<file path="src/rtl/top_level.sv">
// CSE141L program-3 engine: counts 5-bit pattern hits in a 32-byte message held in
// data memory dm1 and writes the three counts back to dm1[33..35].

module data_mem (
  input  logic       clk,
  input  logic       we,
  input  logic [7:0] wr_addr,
  input  logic [7:0] wr_data,
  input  logic [7:0] rd_addr_a,
  output logic [7:0] rd_data_a,
  input  logic [7:0] rd_addr_b,
  output logic [7:0] rd_data_b
);
  // No reset on the array: the message is preloaded before the program starts.
  logic [7:0] core [0:255];

  always_ff @(posedge clk) begin
    if (we) begin
      core[wr_addr] <= wr_data;
    end
  end

  assign rd_data_a = core[rd_addr_a];
  assign rd_data_b = core[rd_addr_b];
endmodule

module top_level #(
  parameter int progID = 3
) (
  input  logic clk,
  input  logic reset,
  output logic done
);
  // done is a level acknowledge: a one-cycle reset pulse requests a run, done
  // stays high from completion until the next reset.
  localparam bit PROG_SEL = (progID == 3);

  typedef enum logic [2:0] {
    SCAN = 3'd0,
    WR33 = 3'd1,
    WR34 = 3'd2,
    WR35 = 3'd3,
    DONE = 3'd4
  } state_t;

  state_t      state;
  state_t      state_next;
  logic [4:0]  idx;
  logic [7:0]  prev_byte;
  logic [7:0]  ctb;
  logic [7:0]  cto;
  logic [7:0]  cts;

  logic [7:0]  cur_byte;
  logic [7:0]  pat_byte;
  logic [4:0]  pat;
  logic [11:0] window;
  logic [2:0]  within_hits;
  logic [2:0]  cross_hits;
  logic [3:0]  scan_hits;

  logic        mem_we;
  logic [7:0]  mem_addr;
  logic [7:0]  mem_data;
  logic        done_next;

  data_mem dm1 (
    .clk       (clk),
    .we        (mem_we),
    .wr_addr   (mem_addr),
    .wr_data   (mem_data),
    .rd_addr_a ({3'd0, idx}),
    .rd_data_a (cur_byte),
    .rd_addr_b (8'd32),
    .rd_data_b (pat_byte)
  );

  assign pat = pat_byte[7:3];

  // Windows at bit offsets 4..7 of {prev[3:0], cur} straddle the byte boundary.
  always_comb begin
    within_hits = 3'd0;
    cross_hits  = 3'd0;
    window      = {prev_byte[3:0], cur_byte};
    for (int k = 0; k < 4; k++) begin
      if (cur_byte[k +: 5] == pat) begin
        within_hits = within_hits + 3'd1;
      end
    end
    if (idx != 5'd0) begin
      for (int k = 4; k < 8; k++) begin
        if (window[k +: 5] == pat) begin
          cross_hits = cross_hits + 3'd1;
        end
      end
    end
    scan_hits = {1'b0, within_hits} + {1'b0, cross_hits};
  end

  always_comb begin
    state_next = state;
    mem_we     = 1'b0;
    mem_addr   = 8'd0;
    mem_data   = 8'd0;
    done_next  = 1'b1;
    if (PROG_SEL) begin
      done_next = (state == DONE);
      case (state)
        SCAN: begin
          if (idx == 5'd31) begin
            state_next = WR33;
          end
        end
        WR33: begin
          mem_we     = 1'b1;
          mem_addr   = 8'd33;
          mem_data   = ctb;
          state_next = WR34;
        end
        WR34: begin
          mem_we     = 1'b1;
          mem_addr   = 8'd34;
          mem_data   = cto;
          state_next = WR35;
        end
        WR35: begin
          mem_we     = 1'b1;
          mem_addr   = 8'd35;
          mem_data   = cts;
          state_next = DONE;
        end
        DONE: begin
          state_next = DONE;
        end
        default: begin
          state_next = SCAN;
        end
      endcase
      // A reset arriving during a write cycle aborts that write.
      if (reset) begin
        mem_we = 1'b0;
      end
    end
  end

  always_ff @(posedge clk) begin
    if (reset) begin
      state     <= SCAN;
      idx       <= 5'd0;
      prev_byte <= 8'd0;
      ctb       <= 8'd0;
      cto       <= 8'd0;
      cts       <= 8'd0;
      done      <= 1'b0;
    end else begin
      state <= state_next;
      done  <= done_next;
      if (PROG_SEL && state == SCAN) begin
        idx       <= idx + 5'd1;
        prev_byte <= cur_byte;
        ctb       <= ctb + {5'd0, within_hits};
        cts       <= cts + {4'd0, scan_hits};
        if (within_hits != 3'd0) begin
          cto <= cto + 8'd1;
        end
      end
    end
  end
endmodule

</file>
<file path="config.mk">
export PLATFORM = sky130hd
export DESIGN_NAME = top_level
export DESIGN_NICKNAME = d
export VERILOG_FILES = /design/src/rtl/top_level.sv
export SDC_FILE = /design/constraint.sdc
export NUM_CORES = 1
export LEC_CHECK = 0
export ABC_CLOCK_PERIOD_IN_PS = 1200
export CAP_MARGIN = 40
export CELL_PAD_IN_SITES_DETAIL_PLACEMENT = 0
export CELL_PAD_IN_SITES_GLOBAL_PLACEMENT = 1
export CORE_AREA = 2 2 39 41
export CTS_BUF_LIST = sky130_fd_sc_hd__clkbuf_4 sky130_fd_sc_hd__clkbuf_8 sky130_fd_sc_hd__clkbuf_16
export CTS_CLUSTER_DIAMETER = 120
export DETAILED_ROUTE_END_ITERATION = 7
export DIE_AREA = 0 0 41 43
export PLACE_DENSITY = 0.58
export SYNTH_ARGS = -nofsm -noshare
export SYNTH_HDL_FRONTEND = slang
export SYNTH_HIERARCHICAL = 1
export SYNTH_SLANG_ARGS = --single-unit
</file>
<file path="constraint.sdc">
create_clock -name clk -period 1.2 [get_ports clk]
set_input_delay 0.24 -clock clk [delete_from_list [all_inputs] [get_ports clk]]
set_output_delay 0.24 -clock clk [all_outputs]
set_load 0.03 [all_outputs]
</file>
* After elaboration in Yosys (flattened, before gate mapping)
Cells that the tools add are included.
** Operators by class
- Add/subtract/negate cells :: 1
- Eq/ne operators :: 6
- Multiplexer cells :: 2
- Reduce and logical (&&, ||, !) cells :: 2
** Operator list (count)
- 3-bit one-hot mux with 4 select lines :: 1
- 3-bit by 2-bit == test with 1-bit output, second input constant :: 2
- 5-bit by 1-bit adder with 5-bit output, second input constant :: 1
- 5-bit == test, second input constant :: 1
- 3-bit by 1-bit == test with 1-bit output, second input constant :: 1
- 3-bit == test, second input constant :: 1
- 3-bit zero test :: 1
- 3-bit two-way mux :: 1
- 2-bit != test, second input constant :: 1
- 2-bit OR reduction :: 1
** Storage, ports and cells
- Flip-flop bits (word level) :: 9
- Bits of input ports :: 2
- Output and inout bits :: 1
- Logic and storage cells :: 14

* Longest topological paths before layout
Gate-level depths: netlist of the first run.
- Depth in word-level cells :: 3
- Gate-level depth with buffers :: 5
- Mapped depth without buffers :: 5

* Worst setup path after synthesis of the first run
OpenSTA, ideal clock, no wires.
- Path kind :: register to register
- From :: reg state[1]
- To :: reg idx[3]
- Library setup time :: 0.123 ns
- Data arrival time :: 1.103 ns
- Data required time :: 1.077 ns
- Path slack :: -0.026 ns
- Cell stages (with the launch flop) :: 5
- Path buffers :: 1
- Period minus slack after synthesis :: 1.226 ns
- Path through :: dfxtp_1 > buf_2 > nor3_4 > nand4_1 > mux2_1
** On the way
- Cells in the longest elaborated chain, start to end :: 1
** Ends and longest elaborated chain
- start: declaration :: line 46 : state_t state;
- start signal: assignment :: line 156 : state <= state_next;
- 3-bit zero test :: line 158 : if (PROG_SEL && state == SCAN) begin
- end signal: assignment :: line 159 : idx <= idx + 5'd1;
- end: declaration :: line 48 : logic [4:0] idx;
No other way between the ends.
A chain may end at the register's enable or synchronous reset.

* Final worst setup path of the first run
- From :: reg idx[0]
- To :: reg idx[4]
** On the way
- Cells in the longest elaborated chain, start to end :: 1
** Ends and longest elaborated chain (line)
- 5-bit by 1-bit adder with 5-bit output :: 159
No other way between the ends.

==> impl_results.md, run 1 <==
* Clock power share at 0.413
* # diodes at 0
* Mean Syn Cell Area at 10.7 µm²
* Cell chain of the critical path: ha_4 > and3_4 > ha_4 > mux2i_1 > nor2_1
* Multi-input gate area at 226 µm²
* Vias at 285
* Max_cap viols at 0
* Antenna viol nets, final at 0
* Initial DRC Count at 3
* Global Route Usage Sum at 0.0981
* Most frequent cells in the layout: 7 x dfxtp_1, 7 x buf_4, 6 x nor2_1
* Req. time, crit path at 1.35 ns
* Max incr delay on CP at 0.33 ns
* Cell total after placement at 58
* HPWL after DPL at 502 µm
* DRT Wirelength at 656 µm
* Crit Path Class: reg -> reg
* Post-Syn Area at 397 µm²
* Register share of total power at 0.515
* Sw Pwr at 131 µW
* Overall Power at 619 µW
* Reg2Reg Depth at 5
* Reg clk slew, reported paths at 0.06 ns
* DR WL/cell at 10.6 µm
* Register area at 183 µm²
* Syn nets at 41
* Port Buf Inserts at 2
* Post-synth top area share at 0.454
* Sequential area share after synthesis at 0.454
* Pwr/cell area at 1190 mW/mm²
* Filler instances at 150
* Clock buffer depth at 2
* IO Pins at 3
* Skew-Pair Late Insertion Delay at 0.25 ns
* Pre-antenna DRT Iters at 2
* Die area at 0.00176 mm²
* Worst EP arrival at 1.29 ns
* Synthesized flop and latch total at 9
* Final instance area at 522 µm²
* Reg2reg end: idx[4]
* Area delta synth->final at 31.5%
* CTS Sinks at 9
* Share of post-route cells with drive strength above 1 at 0.391
* Die Y at 43 µm
* DRC at 0
* Max rail drop VDD at 0.482 mV
* Reg2reg start: idx[0]
* H-tree lvl count at 1
* Syn Inst Count at 37
* Top cells by area, synth: dfxtp_1 45%, xnor2_1 6.6%, ha_1 6.3%
* Largest net degree at the start of global routing at 9
* Fin crit period at 1.13 ns
* Initial antenna violation count at 0
* Clock skew at 0.00242 ns
* Fin. Hold Viols at 0
* Vias in the first global route at 288
* Crit-path slowest cell: dfxtp_2
* Num rows at 14
* Worst Path Max Fanout at 2
* Non-Filler Instances at 62
* R2R setup slack at 0.07 ns
* Die W at 41 µm
* Initial Utilization at 0.287
* Worst-Margin Slew at 0.262 ns
* Highest Clock Rate at 882 MHz
* Layout Nets at 51
* Slew Limit Fails at 0
* Unique cell type count in the Yosys netlist at 20
* Crit-path most repeated cell: ha_4
* CTS tree: built
* Largest area contributor in the netlist: dfxtp_1
* Dpl cell area at 462 µm²
* Worst Setup EP: idx[4]
* Fin crit share at 0.945
* RePlAce Congestion at 0.645
* CORE AREA at 0.00138 mm²
* Net switching fraction of the power at 0.212
* Final Setup Violations at 0
* Crit path from: idx[0]
* Hold_ws at 0.551 ns
* Clock root buffer: clkbuf_4
* RSZ-0062 raised after global routing: false
* DR vias/cell at 4.60
* Gr ovfl total at 0
* Int Pwr at 488 µW
* Yosys warns at 6
* CP Launch Type: register
* Worst Hold Class: reg -> reg
* Total CTS buffers at 3
* First-pass GRT wire length at 1140 µm
* Leak pwr at 0.213 nW
* Status: completed
* Critical Path Sink Type: register
* Comb power frac at 0.072
* Max_slew headroom at 0.825
[routing by layer]
| layer | routed length [µm] | global-route usage | vias to the layer above |
|---|---|---|---|
| li1 | - | - | 146 |
| met1 | 324 | 0.135 | 137 |
| met2 | 306 | 0.128 | 2 |
| met3 | 25 | 0.0314 | 0 |
| met4 | 0 | 0.0600 | 0 |
| met5 | 0 | 0 | - |
[worst max-delay path, delay by kind of cell (launching register included)]
family        cells  cell delay, ns
fa+ha+maj         2            0.35
flops             1            0.33
mux               1            0.12
simple gates      2            0.23
[power groups by stage]
stage               clock, mW  combinational, mW  sequential [mW]
CTS                     0.266             0.0455            0.318
global placement            0             0.0416            0.320
floorplan                   0             0.0228            0.321
finish                  0.256             0.0445            0.318
global route            0.289             0.0507            0.319
detailed placement          0             0.0426            0.321
[registers in the layout, summed over array words and instances, names as in the netlist]
name and count:
idx 5, done 1, state 3
[worst min-delay path by stage]
| stage | endpoint | start | cells after the start | slack [ns] |
|---|---|---|---|---|
| after global routing | idx[4] | idx[4] | 2 | 0.60 |
| after global placement | idx[4] | idx[4] | 2 | 0.48 |
| after detailed placement | idx[4] | idx[4] | 2 | 0.50 |
| after floorplan | idx[4] | idx[4] | 2 | 0.47 |
| after CTS | idx[2] | idx[2] | 2 | 0.56 |
| final | idx[4] | idx[4] | 2 | 0.55 |
[kinds of logic (layout without fill, tap and decap cells)]
group                    Yosys count  after routing  share of synthesized area
AO/OA/AOI/OAI                      1              1                     0.0126
XOR/XNOR                           3              3                     0.0663
adder cells (fa/ha/maj)            2              2                     0.0631
buffers and inverters              3             12                     0.0504
flip-flops                         9              9                      0.454
multiplexers                       3              3                     0.0789
AND/OR/NAND/NOR                   16             16                      0.274
[area by class of cell]
type                       count  area share
sequential                     9       0.350
multi-input combinational     25       0.434
clock buffer                   4      0.0576
timing repair buffer           8       0.120
tap                           16      0.0384
[synthesized netlist by cell type]
cell,n
a21oi_1,1
and3_1,1
buf_2,1
buf_6,1
clkbuf_1,1
dfxtp_1,9
ha_1,2
mux2_1,1
mux2i_1,2
nand3b_1,1
nand4_1,1
nor2_1,6
nor2b_1,1
nor3_1,1
nor3_4,1
nor4_1,1
nor4b_1,1
nor4b_2,1
or3b_1,1
xnor2_1,3
[per-stage QoR]
stage                     setup slack (ns)   util  TNS, ns
after global placement             0.00361  0.334        0
final                               0.0663  0.377        0
after global routing               0.00370  0.377        0
after floorplan                    -0.0120      -  -0.0120
after detailed placement           -0.0215  0.334  -0.0403
after CTS                           0.0476  0.377        0
[repair_timing]
item	4_1_cts	5_1_grt
resized for setup	5	0
endpoints found under the setup margin	1	1
pin swaps	1	1
setup buffers	0	0
hold buffers	0	0
(Power assumes the default switching activity.)
==> run 2: changes to the inputs <==
--- a/config.mk
+++ b/config.mk
@@ -15,6 +15,7 @@
 export DETAILED_ROUTE_END_ITERATION = 7
 export DIE_AREA = 0 0 41 43
 export PLACE_DENSITY = 0.58
+export SLEW_MARGIN = 20
 export SYNTH_ARGS = -nofsm -noshare
 export SYNTH_HDL_FRONTEND = slang
 export SYNTH_HIERARCHICAL = 1
==> results of run 2 <==
Same layout as run 1: the final DEF is identical, and so are final timing and power.
==> run 3: changes to the inputs <==
--- a/config.mk
+++ b/config.mk
@@ -14,6 +14,7 @@
 export CTS_CLUSTER_DIAMETER = 120
 export DETAILED_ROUTE_END_ITERATION = 7
 export DIE_AREA = 0 0 41 43
+export GPL_TIMING_DRIVEN = 0
 export PLACE_DENSITY = 0.58
 export SLEW_MARGIN = 20
 export SYNTH_ARGS = -nofsm -noshare
==> run 3 against run 2 <==
  * Cell count down 4.8%
  * Global-route usage down 0.63 points
  * Sequential power about the same
  * Combinational power up 4%
  * Total power down 0.91%
  * Routed wire length up 2.3%
  * Cell area down 4.1%
  * Critical path depth down 4
  * Utilization down 1.5 points
==> impl_results.md, run 3 (synthesized netlist as in run 1, its figures left out) <==
* Critical Path Sink Type: output port
* Layout Nets at 48 (-5.9%)
* First-pass GRT wire length at 1040 µm (-8.5%)
* Fin. Hold Viols at 0 (unchanged)
* Logic depth of the worst setup path including buffers at 1 (-4)
* Req. time, crit path at 0.96 ns (-0.39 ns)
* Clock root buffer: clkbuf_4
* Fin Setup TNS at 0 ns (unchanged)
* Share of post-route cells with drive strength above 1 at 0.372 (-0.0192)
* Initial antenna violation count at 0 (unchanged)
* RePlAce Congestion at 0.654 (+1.3%)
* DR vias/cell at 4.44 (-3.4%)
* Antenna viol nets, final at 0 (unchanged)
* CTS tree: built
* Final instance area at 500 µm² (-4.1%)
* Largest register FFs at 5 (unchanged)
* Global Route Usage Sum at 0.0918 (-0.00625)
* Largest net degree at the start of global routing at 11 (+2)
* Cell chain of the critical path: dlygate4sd2_1
* Reg clk slew, reported paths at 0.06 ns (about the same)
* Crit-path slowest cell: dlygate4sd2_1
* DRC at 0 (unchanged)
* Total CTS buffers at 3 (unchanged)
* Reg2reg end: idx[4]
* Reg2reg start: idx[0]
* Dpl cell area at 435 µm² (-5.7%)
* Area delta synth->final at 26.2%
* H-tree lvl count at 1 (unchanged)
* Die Y at 43 µm (unchanged)
* Die W at 41 µm (unchanged)
* CP Launch Type: register
* Pre-antenna DRT Iters at 1 (-1)
* Slew Limit Fails at 0 (unchanged)
* DRT Wirelength at 671 µm (+2.3%)
* CTS Sinks at 9 (unchanged)
* Crit Path Class: reg -> out
* Vias in the first global route at 251 (-13%)
* # diodes at 0 (unchanged)
* Hold Startpoint: reset
* WHS Endpoint: idx[4]
* CORE AREA at 0.00138 mm² (unchanged)
* Status: completed
* Filler instances at 142 (-5.3%)
* Skew-Pair Late Insertion Delay at 0.25 ns (about the same)
* Max_slew headroom at 0.720 (-0.105)
* Most frequent cells in the layout: 6 x nor2_1, 5 x dfxtp_1, 4 x clkbuf_4, 4 x dfxtp_2, 3 x xnor2_1
* Highest Clock Rate at 854 MHz (-3.2%)
* R2R setup slack at 0.04 ns (-0.03 ns)
* IO Pins at 3 (unchanged)
* Gr ovfl total at 0 (unchanged)
* Most flops, register: idx
* Num rows at 14 (unchanged)
* Worst-Margin Slew at 0.420 ns (+0.158 ns)
* WHS Path Cells at 2 (unchanged)
* Max incr delay on CP at 0.38 ns (+0.05 ns)
* Worst Path Max Fanout at 1 (-1)
* Clock buffer depth at 2 (unchanged)
* Max_cap viols at 0 (unchanged)
* Clock skew at 0.00447 ns (+0.00204 ns)
* Initial Utilization at 0.287 (unchanged)
* Worst EP arrival at 0.93 ns (-0.36 ns)
* Buf/Inv on CP at 1 (+1)
* Pwr/cell area at 1220 mW/mm² (+3.3%)
* Port Buf Inserts at 1 (-1)
* Initial DRC Count at 0 (-3)
* Worst setup margin at 0.0288 ns (-0.0375 ns)
* RSZ-0062 raised after global routing: false
* Overall Power at 613 µW (-0.91%)
* Most common cell after layout, fill and taps aside: nor2_1
* Largest registers: idx x5, state x3, done x1
* Max rail drop VDD at 0.551 mV (+14%)
* Fin crit period at 1.17 ns (+0.0375 ns)
* Die area at 0.00176 mm² (unchanged)
* DR WL/cell at 11.4 µm (+7.5%)
* Worst Hold Class: in -> reg
* Dpl ws at -0.0996 ns (-0.0781 ns)
* Fin crit share at 0.976 (+0.0312)
* Final Setup Violations at 0 (unchanged)
* Reg2Reg Depth at 5 (unchanged)
* Crit-path leading delay family: buffers and inverters
* Vias at 262 (-8.1%)
* Leak pwr at 0.201 nW (-6.0%)
## run 3: cell count changes in the layout (fill, tap and decap cells not counted), sizes merged
cell,delta
buf,-4
dlygate4sd2,+1
clkbuf,+1
clkdlybuf4s50,-1
## run 3: routing by layer
metal | vias to the layer above | track usage | part of all wire
li1 | 141 | - | -
met1 | 119 | 0.108 | 0.43
met2 | 2 | 0.144 | 0.54
met3 | 0 | 0.0314 | 0.028
met4 | 0 | 0.0400 | 0
met5 | - | 0 | 0
## run 3: area by class of cell
type,count,area [µm²],area share
plain buffers,1,3.75,0.00750
clock buffers,4,30.0,0.0600
multi-input cells,25,226,0.452
flip-flops and latches,9,185,0.370
well taps,16,20.0,0.0400
repair buffers,4,35.0,0.0700
## run 3: worst max path at each step
| stage | endpoint | from |
|---|---|---|
| 2_1_floorplan | idx[3] | state[1] |
| 3_3_place_gp | idx[3] | state[1] |
| 3_5_place_dp | idx[3] | state[1] |
| 4_1_cts | done | done |
| 5_1_grt | done | done |
| 6_report | done | done |
## run 3: where the power goes
part | internal [mW] | switching, mW
combinational | 0.0259 | 0.0203
clock | 0.150 | 0.0978
sequential | 0.310 | 0.00926
## run 3: worst register-to-register path, cell delays in order, from the launching register on
cell,delay [ns]
dfxtp_2,0.33
ha_4,0.16
and3_4,0.18
ha_4,0.20
mux2i_1,0.12
nor2_1,0.05
## run 3: through the flow
stage | instances | hold WS [ns] | util
floorplan | 37 | 0.467 | -
CTS | 61 | 0.373 | 0.373
detailed placement | 54 | 0.507 | 0.315
global route | 59 | 0.411 | 0.362
finish | 59 | 0.373 | 0.362
global placement | 54 | 0.485 | 0.315
## run 3: repair_timing
item | in CTS | in global routing
hold buffers | 0 | 0
pin swaps | 1 | 1
buffers inserted | 3 | 0
setup endpoints to repair | 3 | 3
gates cloned | 0 | 0
endpoints found under the hold margin | 0 | 0
resized for setup | 6 | 3
